`config.mk`:
```
export PLATFORM = sky130hd
export DESIGN_NAME = uart_rx_buffer
export DESIGN_NICKNAME = d
export VERILOG_FILES = /design/src/rtl/uart_rx_buffer.sv
export SDC_FILE = /design/constraint.sdc
export NUM_CORES = 1
export LEC_CHECK = 0
export CORE_MARGIN = 2
export CORE_UTILIZATION = 56
export CTS_BUF_LIST = sky130_fd_sc_hd__clkbuf_8
export CTS_CLUSTER_DIAMETER = 100
export DETAILED_ROUTE_END_ITERATION = 8
export GPL_ROUTABILITY_DRIVEN = 0
export PLACE_DENSITY = 0.84
export SLEW_MARGIN = 30
export SYNTH_ARGS = -nofsm -noshare
export SYNTH_HDL_FRONTEND = slang
export SYNTH_SLANG_ARGS = --single-unit
```
`constraint.sdc`:
```
create_clock -name clk -period 9.4 [get_ports clk]
set_clock_uncertainty 0.1 [all_clocks]
set_input_delay 1.41 -clock clk [delete_from_list [all_inputs] [get_ports clk]]
set_output_delay 1.41 -clock clk [all_outputs]
set_load 0.02 [all_outputs]
```
`src/rtl/uart_rx_buffer.sv`:
```
// ----------------------------------------------------------------------------
// uart_rx_buffer
//
// Receive-side buffer between the uart receiver and the consumer of bytes.
// A three-state capture FSM acknowledges each byte with a rdy_clr pulse and
// writes it into a power-of-two FIFO. The FIFO exposes a first-word-fall-
// through read port with level and sticky overflow status.
//
// Valid/ready contract: the receiver holds uart_rdy (with uart_dout stable)
// until it sees uart_rdy_clr; the byte is taken on the edge that samples
// uart_rdy=1 in IDLE, and a new byte is only accepted after uart_rdy has been
// seen low again. On the read side, rd_data is valid whenever empty=0 and the
// head entry is consumed on every edge that samples rd_en=1 with empty=0.
//
// Ports:
//   clk, rst_n       clock, asynchronous active-low reset
//   uart_rdy         receiver has a byte
//   uart_dout[7:0]   received byte, valid while uart_rdy
//   uart_rdy_clr     registered one-cycle acknowledge to the receiver
//   rd_en            pop the head entry
//   rd_data[7:0]     head entry, 0 when empty
//   empty, full      FIFO level flags
//   count            number of entries held, 0..depth
//   overflow         sticky: a byte was dropped
//   ovf_clr          clears overflow (a simultaneous drop wins)
//   dbg_state[1:0]   capture FSM state (0 IDLE, 1 ACK, 2 WAIT)
// ----------------------------------------------------------------------------
module uart_rx_buffer #(
   parameter int depth    = 16,
   parameter int ptr_bits = 4
) (
   input  logic                clk,
   input  logic                rst_n,
   input  logic                uart_rdy,
   input  logic [7:0]          uart_dout,
   output logic                uart_rdy_clr,
   input  logic                rd_en,
   output logic [7:0]          rd_data,
   output logic                empty,
   output logic                full,
   output logic [ptr_bits:0]   count,
   output logic                overflow,
   input  logic                ovf_clr,
   output logic [1:0]          dbg_state
);

   typedef enum logic [1:0] {
      S_IDLE = 2'd0,
      S_ACK  = 2'd1,
      S_WAIT = 2'd2
   } state_t;

   localparam logic [ptr_bits:0] C_DEPTH = (ptr_bits + 1)'(depth);

   state_t              r_state;
   state_t              w_state_nxt;
   logic                w_capture;
   logic                w_push;
   logic                w_pop;
   logic                w_drop;
   logic                r_rdy_clr;
   logic                r_overflow;
   logic [ptr_bits-1:0] r_wr_ptr;
   logic [ptr_bits-1:0] r_rd_ptr;
   logic [ptr_bits:0]   r_count;
   logic [7:0]          r_mem [depth];

   // ---------------------------------------------------------------- FSM
   always_ff @(posedge clk or negedge rst_n) begin
      if (!rst_n) r_state <= S_IDLE;
      else        r_state <= w_state_nxt;
   end

   always_comb begin
      w_state_nxt = r_state;
      w_capture   = 1'b0;
      case (r_state)
         S_IDLE: begin
            if (uart_rdy) begin
               w_capture   = 1'b1;
               w_state_nxt = S_ACK;
            end
         end
         S_ACK:  w_state_nxt = S_WAIT;
         // Holding here until rdy drops keeps a late-falling rdy from
         // being taken as a second byte.
         S_WAIT: if (!uart_rdy) w_state_nxt = S_IDLE;
         default: w_state_nxt = S_IDLE;
      endcase
   end

   // ------------------------------------------------------ push / pop
   // A full FIFO still accepts a byte if the head is popped on the same edge.
   assign w_pop  = rd_en && !empty;
   assign w_push = w_capture && (!full || rd_en);
   assign w_drop = w_capture && !w_push;

   // Acknowledge is driven from a flop so the receiver sees no combinational
   // path from any input.
   always_ff @(posedge clk or negedge rst_n) begin
      if (!rst_n) r_rdy_clr <= 1'b0;
      else        r_rdy_clr <= w_capture;
   end

   always_ff @(posedge clk or negedge rst_n) begin
      if (!rst_n) begin
         r_wr_ptr <= '0;
         r_rd_ptr <= '0;
      end else begin
         if (w_push) r_wr_ptr <= r_wr_ptr + 1'b1;
         if (w_pop)  r_rd_ptr <= r_rd_ptr + 1'b1;
      end
   end

   always_ff @(posedge clk or negedge rst_n) begin
      if (!rst_n) begin
         r_count <= '0;
      end else begin
         case ({w_push, w_pop})
            2'b10:   r_count <= r_count + 1'b1;
            2'b01:   r_count <= r_count - 1'b1;
            default: r_count <= r_count;
         endcase
      end
   end

   // Storage is not reset: contents are unreachable once the pointers clear.
   always_ff @(posedge clk) begin
      if (w_push) r_mem[r_wr_ptr] <= uart_dout;
   end

   // Set wins over a simultaneous clear so a drop is never missed.
   always_ff @(posedge clk or negedge rst_n) begin
      if (!rst_n)       r_overflow <= 1'b0;
      else if (w_drop)  r_overflow <= 1'b1;
      else if (ovf_clr) r_overflow <= 1'b0;
   end

   // ---------------------------------------------------------- outputs
   assign uart_rdy_clr = r_rdy_clr;
   assign count        = r_count;
   assign empty        = (r_count == '0);
   assign full         = (r_count == C_DEPTH);
   assign rd_data      = empty ? 8'h00 : r_mem[r_rd_ptr];
   assign overflow     = r_overflow;
   assign dbg_state    = r_state;

endmodule
```
# Yosys cells after proc, flatten, opt, wreduce, memory -nomap -nowiden
# Memory sizes are Yosys's and may differ from the RTL's.
# Index checks and enable logic that the tools add are counted.
op_classes:
  n_addsub: 4
  n_eq_ne: 7
  n_mux: 11
  n_reduce_logical: 12
op_table:
  columns: ["operator", "n"]
  rows:
  - ["5-bit case mux with 2 select lines", 1]
  - ["4-bit by 1-bit adder with 4-bit output (second input constant)", 2]
  - ["8-bit two-way mux", 1]
  - ["1-bit two-way mux", 6]
  - ["2-bit case mux with 3 select lines", 1]
  - ["5-bit by 1-bit adder with 5-bit output (second input constant)", 1]
  - ["5-bit equality test (second input constant)", 1]
  - ["5-bit zero test", 1]
  - ["5-bit by 1-bit subtractor with 5-bit output (second input constant)", 1]
  - ["2-bit by 1-bit equality test with 1-bit output (second input constant)", 2]
  - ["2-bit equality test (second input constant)", 2]
  - ["2-bit two-way mux", 2]
  - ["2-bit != test (second input constant)", 2]
  - ["2-bit nonzero test", 2]
  - ["1-bit logical AND", 3]
  - ["1-bit zero test", 3]
  - ["2-bit zero test", 1]
  - ["2-bit AND reduction", 1]
  - ["1-bit logical OR", 1]
totals:
  regBits: 17
  mem_bits_rw: 128
  in_bits: 13
  out_inout_bits: 19
  word_cells: 41
  memories: 1
memory_table:
  columns: ["memory", "depth", "word_bits", "read_ports", "rd_clocked_by_memory_dff", "write_ports", "line", "source"]
  rows:
  - ["r_mem", 16, 8, 1, 0, 1, "66", "logic [7:0] r_mem [depth];"]

# Depth between registers and ports, before layout
# Gate-level depths: netlist of the first run.
depth:
  depth_word: 7
  depth_mapped: 13
  mapped_depth_nobuf: 11

# Least setup slack after synthesis of the first run
# OpenSTA, ideal clock, no wires.
synth_timing:
  kind: "input port to flip-flop"
  from: "in uart_rdy"
  to: "reg r_count[4], in the netlist count[4]"
  setup_time_ps: 80
  arrival_ps: 3575
  required_ps: 9220
  slack_ps: 5645
  path_stages: 11
  path_buffers: 1
  path_cell_list: "nor3b_1 o31a_4 clkinv_4 ha_1 clkbuf_1 xor2_1 ha_1 a21oi_1 or3b_2 a31oi_1 xnor2_1"
synth_via:
  elab_chain_cells: 5
  elab_cells_between_ends: 7
  classes_between: "eq/ne: 2; mux: 3; reduce/logical: 2"
synth_rtl:
  columns: ["element", "line", "source"]
  rows:
  - ["from (decl)", "34", "input logic uart_rdy,"]
  - ["1-bit two-way mux *", "79", "if (uart_rdy) begin"]
  - ["1-bit two-way mux *", "77", "case (r_state)"]
  - ["1-bit logical AND *", "95", "assign w_push = w_capture && (!full || rd_en);"]
  - ["2-bit by 1-bit equality test with 1-bit output / 2-bit equality test (equally long branches)", "119", "case ({w_push, w_pop})"]
  - ["5-bit case mux with 2 select lines / 2-bit nonzero test (equally long branches)", null, null]
  - ["to (signal assigned)", "120", "2'b10: r_count <= r_count + 1'b1;"]
  - ["to (signal assigned)", "121", "2'b01: r_count <= r_count - 1'b1;"]
  - ["to (signal assigned)", "122", "default: r_count <= r_count;"]
  - ["to (decl)", "65", "logic [ptr_bits:0] r_count;"]
# Every way passes the cells marked *; elsewhere a longest branch is shown, timed or not.
# A chain may end at the register's enable or synchronous reset.

# Final worst setup path of the first run
layout_timing:
  from: "reg r_rd_ptr[0]"
  to: "out rd_data[2]"
layout_via:
  elab_chain_cells: 2
layout_rtl:
  columns: ["element", "line", "source"]
  rows:
  - ["from (decl)", "64", "logic [ptr_bits-1:0] r_rd_ptr;"]
  - ["from (signal assigned)", "111", "if (w_pop) r_rd_ptr <= r_rd_ptr + 1'b1;"]
  - ["memory read 16 x 8 bit", null, null]
  - ["8-bit two-way mux", "144", "assign rd_data = empty ? 8'h00 : r_mem[r_rd_ptr];"]
  - ["to (decl)", "38", "output logic [7:0] rd_data,"]
# Every way passes these cells.

==> results of run 1 <==
## worst reg2reg max path, stage by stage, from the launching register on
cell and delay [ns]:
dfrtp_1 0.48, or4_4 0.59, nand2b_1 0.38, nand2_1 0.26, inv_1 0.09, ha_1 0.29
xor2_1 0.18, ha_1 0.25, a21oi_1 0.09, or3b_2 0.44, a31oi_1 0.22, xnor2_1 0.14
## cell type report
class / count / area, µm² / share of cell area [%]
clock inverter: 15 / 183 / 2.69
timing repair buffer: 37 / 355 / 5.23
clock buffer: 17 / 234 / 3.44
tap: 136 / 170 / 2.50
sequential: 145 / 4270 / 62.8
inverter: 9 / 38.8 / 0.570
multi-input combinational: 144 / 1550 / 22.8
## registers in the layout, summed over array words and instances (netlist names)
signal	flops
r_rd_ptr	4
dbg_state	2
count	5
overflow	1
r_wr_ptr	4
r_mem	128
uart_rdy_clr	1
## Yosys cell counts (all sizes together)
library cell | number | area, µm²
mux2 | 10 | 113
buf | 9 | 58.8
a32o | 1 | 10.0
and2 | 4 | 25.0
nor4b | 2 | 17.5
nand2 | 6 | 22.5
mux2i | 9 | 90.1
xor2 | 4 | 35.0
ha | 8 | 100
nand3b | 1 | 7.51
nor3 | 4 | 20.0
nand3 | 8 | 40.0
inv | 8 | 30.0
nor2b | 1 | 6.26
nor2 | 7 | 28.8
mux4 | 32 | 721
o31a | 1 | 17.5
a31oi | 1 | 6.26
or3b | 1 | 8.76
nand2b | 2 | 12.5
xnor2 | 8 | 70.1
and3 | 5 | 31.3
dfrtp | 17 | 425
a21o | 1 | 7.51
o21ai | 11 | 55.1
or4 | 1 | 11.3
nor3b | 2 | 15.0
clkbuf | 9 | 35.0
edfxtp | 128 | 3840
a21oi | 12 | 60.1
nand4 | 1 | 6.26
and4b | 1 | 10.0
clkinv | 1 | 8.76
## cell families after synthesis
kind of cell	Yosys count
buffers and inverters	27
AND/OR/NAND/NOR	46
XOR/XNOR	12
flip-flops	145
multiplexers	51
adder cells (fa/ha/maj)	8
AO/OA/AOI/OAI	27
## stage by stage
step                      cells  worst slack (ns)
final                       503              4.65
after global placement      471              5.08
after detailed placement    471              4.87
after global routing        503              4.45
after CTS                   503              4.54
after floorplan             316              5.64
## per-layer routing
layer  wire length, µm  track usage, %  up-vias
li1                  -               -     1328
met1              4400            28.3     1517
met2              5540            33.4      104
met3               696            5.11        9
met4               133            8.07        0
met5                 0               0        -
## power by group through the flow
stage	clock network [mW]	registers [mW]	logic [mW]
2_1_floorplan	0	0.833	0.517
3_3_place_gp	0	0.866	0.680
3_5_place_dp	0	0.873	0.697
4_1_cts	0.512	0.860	0.701
5_1_grt	0.540	0.871	0.746
6_report	0.502	0.860	0.687
## worst max-delay path by stage
stage	slack [ns]	start	cells after the start	to
after floorplan	5.64	uart_rdy	11	count[4]$_DFFE_PN0P_
after global placement	5.08	uart_rdy	11	count[4]$_DFFE_PN0P_
after detailed placement	4.87	uart_rdy	11	count[4]$_DFFE_PN0P_
after CTS	4.54	r_rd_ptr[0]$_DFFE_PN0P_	6	rd_data[2]
after global routing	4.45	r_rd_ptr[0]$_DFFE_PN0P_	6	rd_data[2]
final	4.65	r_rd_ptr[0]$_DFFE_PN0P_	6	rd_data[2]
==> results.json, run 1 <==
{
  "synth_mux_area_share_pct": 15.5,
  "slew_headroom_pct": 35.5,
  "vias": 2958,
  "final_common_cell": "edfxtp_1",
  "fillers": 683,
  "post_cts_resized": 0,
  "firstDrtPassIters": 4,
  "crit_chain": "buf_4, mux4_2, mux2_2, o21ai_0, a21oi_1, clkdlybuf4s50_1",
  "slew_violations": 0,
  "post-route-util_pct": 65.9,
  "period_minus_slack_ns": 4.75,
  "ys_seq_area_share_pct": 71.8,
  "worst_ep_required_time_ns": 7.89,
  "cts_tree": "built",
  "path_clk_slew_ns": 0.08,
  "pwr-share-seq_pct": 42.0,
  "portBuffers": 31,
  "endpoint_kind": "output pin",
  "fin_area_um2": 6800,
  "path_buf_inv": 2,
  "syn_avg_cell_area_um2": 18.8,
  "coreArea_um2": 10300,
  "grt_pass1_wl_um": 17100,
  "synthToLayoutAreaGrowth_pct": 14.3,
  "status": "finished, final reports clean",
  "routed_wl_um": 10800,
  "cts_setup_buffers": 0,
  "crit_type": "reg2out",
  "combinationalPowerShare_pct": 33.5,
  "drt-wirelength-per-cell_um": 21.4,
  "cts_buffer_depth": 2,
  "finalHoldViolCount": 0,
  "syn_nets": 337,
  "drv_cap": 0,
  "hold_path_class": "reg2reg",
  "ir_drop_uv": 167,
  "finalSetupViolCount": 0,
  "cp-start-kind": "flip-flop",
  "gr-usage-all-layers_pct": 21.0,
  "p_int_mw": 1.39,
  "cts_buffers": 17,
  "grt_max_degree": 27,
  "placed_cell_area_um2": 6380,
  "start_util_pct": 57.6,
  "fmaxAchievable_mhz": 210,
  "leakage_nw": 2.30,
  "layout_common_cells": "edfxtp_1 (128), mux4_2 (32), clkdlybuf4s50_1 (31)",
  "critPathArrivalTime_ns": 3.24,
  "max_stage_delay_ns": 0.57,
  "worst_pin_slew_ns": 0.964,
  "setup_tns_ns": 0,
  "ys_seq_elements": 145,
  "fin_nets": 375,
  "grt_overflow": 0,
  "min_to": "dbg_state[0]$_DFFE_PN0P_",
  "rsz0062_at_grt": "no",
  "yosysUniqueCellTypes": 38,
  "clk-insertion-delay-late_ns": 0.43,
  "diodes": 0,
  "die_width_um": 107,
  "drc": 0,
  "hold-worst-slack_ns": 0.395,
  "antenna_found_initial": 0,
  "row_count": 37,
  "die_h_um": 107,
  "synth-xor-area-share_pct": 1.77,
  "min-delay-start": "dbg_state[0]$_DFFE_PN0P_",
  "slowest_stage": "clkdlybuf4s50_1",
  "final_antenna_net_count": 0,
  "dp_hpwl_um": 6640,
  "rr_worst_depth": 11,
  "r2r_slack_ns": 5.82,
  "synth_top_family_by_area": "multiplexers",
  "synthesis.area_um2": 5950,
  "ys_warn_count": 0,
  "period_share_pct": 50.5,
  "p_per_area_nw_per_um2": 301,
  "r2r-start": "count[1]$_DFFE_PN0P_",
  "drtIter0Drc": 241,
  "cts_sinks": 145,
  "reg2reg_to": "count[4]$_DFFE_PN0P_",
  "ios": 32,
  "cts_max_level": 4,
  "power.switching_uw": 660,
  "drive_above_1_share_pct": 23.2,
  "synth_cells": 316,
  "clockRootBuffer": "clkbuf_8",
  "critPathTopFamily": "buffers and inverters",
  "p_total_mw": 2.05,
  "cts_hold_buf": 0,
  "dieArea_um2": 11500,
  "grt_pass1_vias": 3112,
  "synth_fa_ha_area_share_pct": 1.68,
  "synth_compound_area_share_pct": 2.63,
  "synthSimpleGateAreaFrac_pct": 4.42,
  "holdPathStages": 1,
  "swShare_pct": 32.2,
  "vias_per_cell": 5.88,
  "power_frac_clock_pct": 24.5,
  "worst-path-max-fanout": 26
}
Power figures use the tool's default switching activity.
==> inputs of run 2 (changes only) <==
--- a/config.mk
+++ b/config.mk
@@ -11,7 +11,7 @@
 export CTS_CLUSTER_DIAMETER = 100
 export DETAILED_ROUTE_END_ITERATION = 8
 export GPL_ROUTABILITY_DRIVEN = 0
-export PLACE_DENSITY = 0.84
+export PLACE_DENSITY = 0.87
 export SLEW_MARGIN = 30
 export SYNTH_ARGS = -nofsm -noshare
 export SYNTH_HDL_FRONTEND = slang
==> constraint.sdc (replaced) <==
create_clock -name clk -period 4.37 [get_ports clk]
set_clock_uncertainty 0.1 [all_clocks]
set_input_delay 0.6555 -clock clk [delete_from_list [all_inputs] [get_ports clk]]
set_output_delay 0.6555 -clock clk [all_outputs]
set_load 0.02 [all_outputs]
==> results.json, run 2 (synthesized netlist as in run 1, its figures left out) <==
{
  "status": "finished, final reports clean",
  "crit_chain": "buf_4, buf_4, mux4_2, mux2i_1, a21oi_1, clkdlybuf4s50_1",
  "cts_sinks": 145,
  "grt_pass1_vias": 3104,
  "r2r-start": "count[1]$_DFFE_PN0P_",
  "seq_area_um2": 4270,
  "final_common_cell": "edfxtp_1",
  "vias": 2953,
  "r2r_slack_ns": 0.86,
  "period_minus_slack_ns": 3.90,
  "dieArea_um2": 11500,
  "vias_per_cell": 5.86,
  "cts_buffer_depth": 2,
  "grt_overflow": 0,
  "clk-insertion-delay-late_ns": 0.43,
  "crit_type": "reg2out",
  "cts_tree": "built",
  "cts_hold_buf": 0,
  "post_cts_resized": 0,
  "row_count": 37,
  "largest_reg_flops": 128,
  "max_stage_delay_ns": 0.73,
  "cts_setup_buffers": 0,
  "leakage_nw": 2.29,
  "layout_common_cells": "edfxtp_1 (128), mux4_2 (32), clkdlybuf4s50_1 (31)",
  "drc": 0,
  "multiInputGateArea_um2": 1550,
  "slew_headroom_pct": 39.5,
  "slew_violations": 0,
  "finalSetupViolCount": 0,
  "dp_hpwl_um": 7030,
  "ios": 32,
  "fin_nets": 376,
  "regMostFlops": "r_mem",
  "holdPathStages": 1,
  "p_per_area_nw_per_um2": 646,
  "cts_buffers": 17,
  "cp-start-kind": "flip-flop",
  "final_antenna_net_count": 0,
  "endpoint_kind": "output pin",
  "hold_path_class": "reg2reg",
  "rr_worst_depth": 11,
  "routed_wl_um": 10900,
  "ir_drop_uv": 397,
  "coreArea_um2": 10300,
  "grt_max_degree": 25,
  "worst_pin_slew_ns": 0.904,
  "portBuffers": 31,
  "finalHoldViolCount": 0,
  "antenna_found_initial": 0,
  "gr-usage-all-layers_pct": 21.1,
  "clockRootBuffer": "clkbuf_8",
  "cts_max_level": 4,
  "path_clk_slew_ns": 0.07,
  "drv_cap": 0,
  "hold-worst-slack_ns": 0.382,
  "drtIter0Drc": 259,
  "slowest_stage": "dfrtp_2",
  "start_util_pct": 57.6,
  "worst-path-max-fanout": 17,
  "min_to": "r_rd_ptr[3]$_DFFE_PN0P_",
  "fillers": 645,
  "drive_above_1_share_pct": 23.1,
  "period_share_pct": 89.2,
  "cp_common_cell": "buf_4",
  "worst_ep_required_time_ns": 3.61,
  "drt-wirelength-per-cell_um": 21.7,
  "critPathArrivalTime_ns": 3.14,
  "reg2reg_to": "count[4]$_DFFE_PN0P_",
  "diodes": 0,
  "post-route-util_pct": 65.8,
  "min-delay-start": "r_rd_ptr[3]$_DFFE_PN0P_",
  "die_width_um": 107,
  "p_total_mw": 4.39,
  "setup_tns_ns": 0,
  "die_h_um": 107,
  "synthToLayoutAreaGrowth_pct": 14.2,
  "fmaxAchievable_mhz": 257,
  "grt_pass1_wl_um": 17100,
  "rsz0062_at_grt": "no",
  "firstDrtPassIters": 4
}
run 2: how the worst max path moves through the flow:
stage | from | to | cells after the start
3_3_place_gp | uart_rdy | count[4]$_DFFE_PN0P_ | 11
3_5_place_dp | uart_rdy | count[4]$_DFFE_PN0P_ | 11
2_1_floorplan | count[1]$_DFFE_PN0P_ | count[4]$_DFFE_PN0P_ | 12
5_1_grt | r_rd_ptr[0]$_DFFE_PN0P_ | rd_data[1] | 6
6_report | r_rd_ptr[0]$_DFFE_PN0P_ | rd_data[1] | 6
4_1_cts | r_rd_ptr[0]$_DFFE_PN0P_ | rd_data[1] | 6
run 2: layout make-up:
class                           count  share of cell area, %
Clock buffer                       17                   3.44
Tap cell                          136                   2.50
Multi-Input combinational cell    144                   22.8
Sequential cell                   145                   62.8
Inverter                            9                  0.571
Timing Repair Buffer               38                   5.34
Clock inverter                     15                   2.49
run 2: critical path: cells and delay by family (launching register included):
kind,cells,cell delay [ns]
mux,2,0.69
buf+inv,3,1.19
compound gates,1,0.09
flops,1,0.73
run 2: routing by layer:
layer	vias up	routed length (µm)	GRT usage, %
met2	100	5600	33.5
li1	1332	-	-
met1	1507	4420	28.1
met5	-	0	0
met3	14	759	6.81
met4	0	140	6.59
run 2: power by group:
| part | switching (mW) | internal [mW] |
|---|---|---|
| sequential | 0.220 | 1.66 |
| combinational | 0.702 | 0.765 |
| clock | 0.482 | 0.559 |
run 2: per-stage QoR:
| stage | instances | setup slack [ns] | cell area, µm² |
|---|---|---|---|
| after floorplan | 316 | 1.08 | 5950 |
| after global placement | 472 | 0.797 | 6390 |
| after detailed placement | 472 | 0.667 | 6390 |
| after CTS | 504 | 0.394 | 6790 |
| after global routing | 504 | 0.259 | 6800 |
| final | 504 | 0.474 | 6800 |
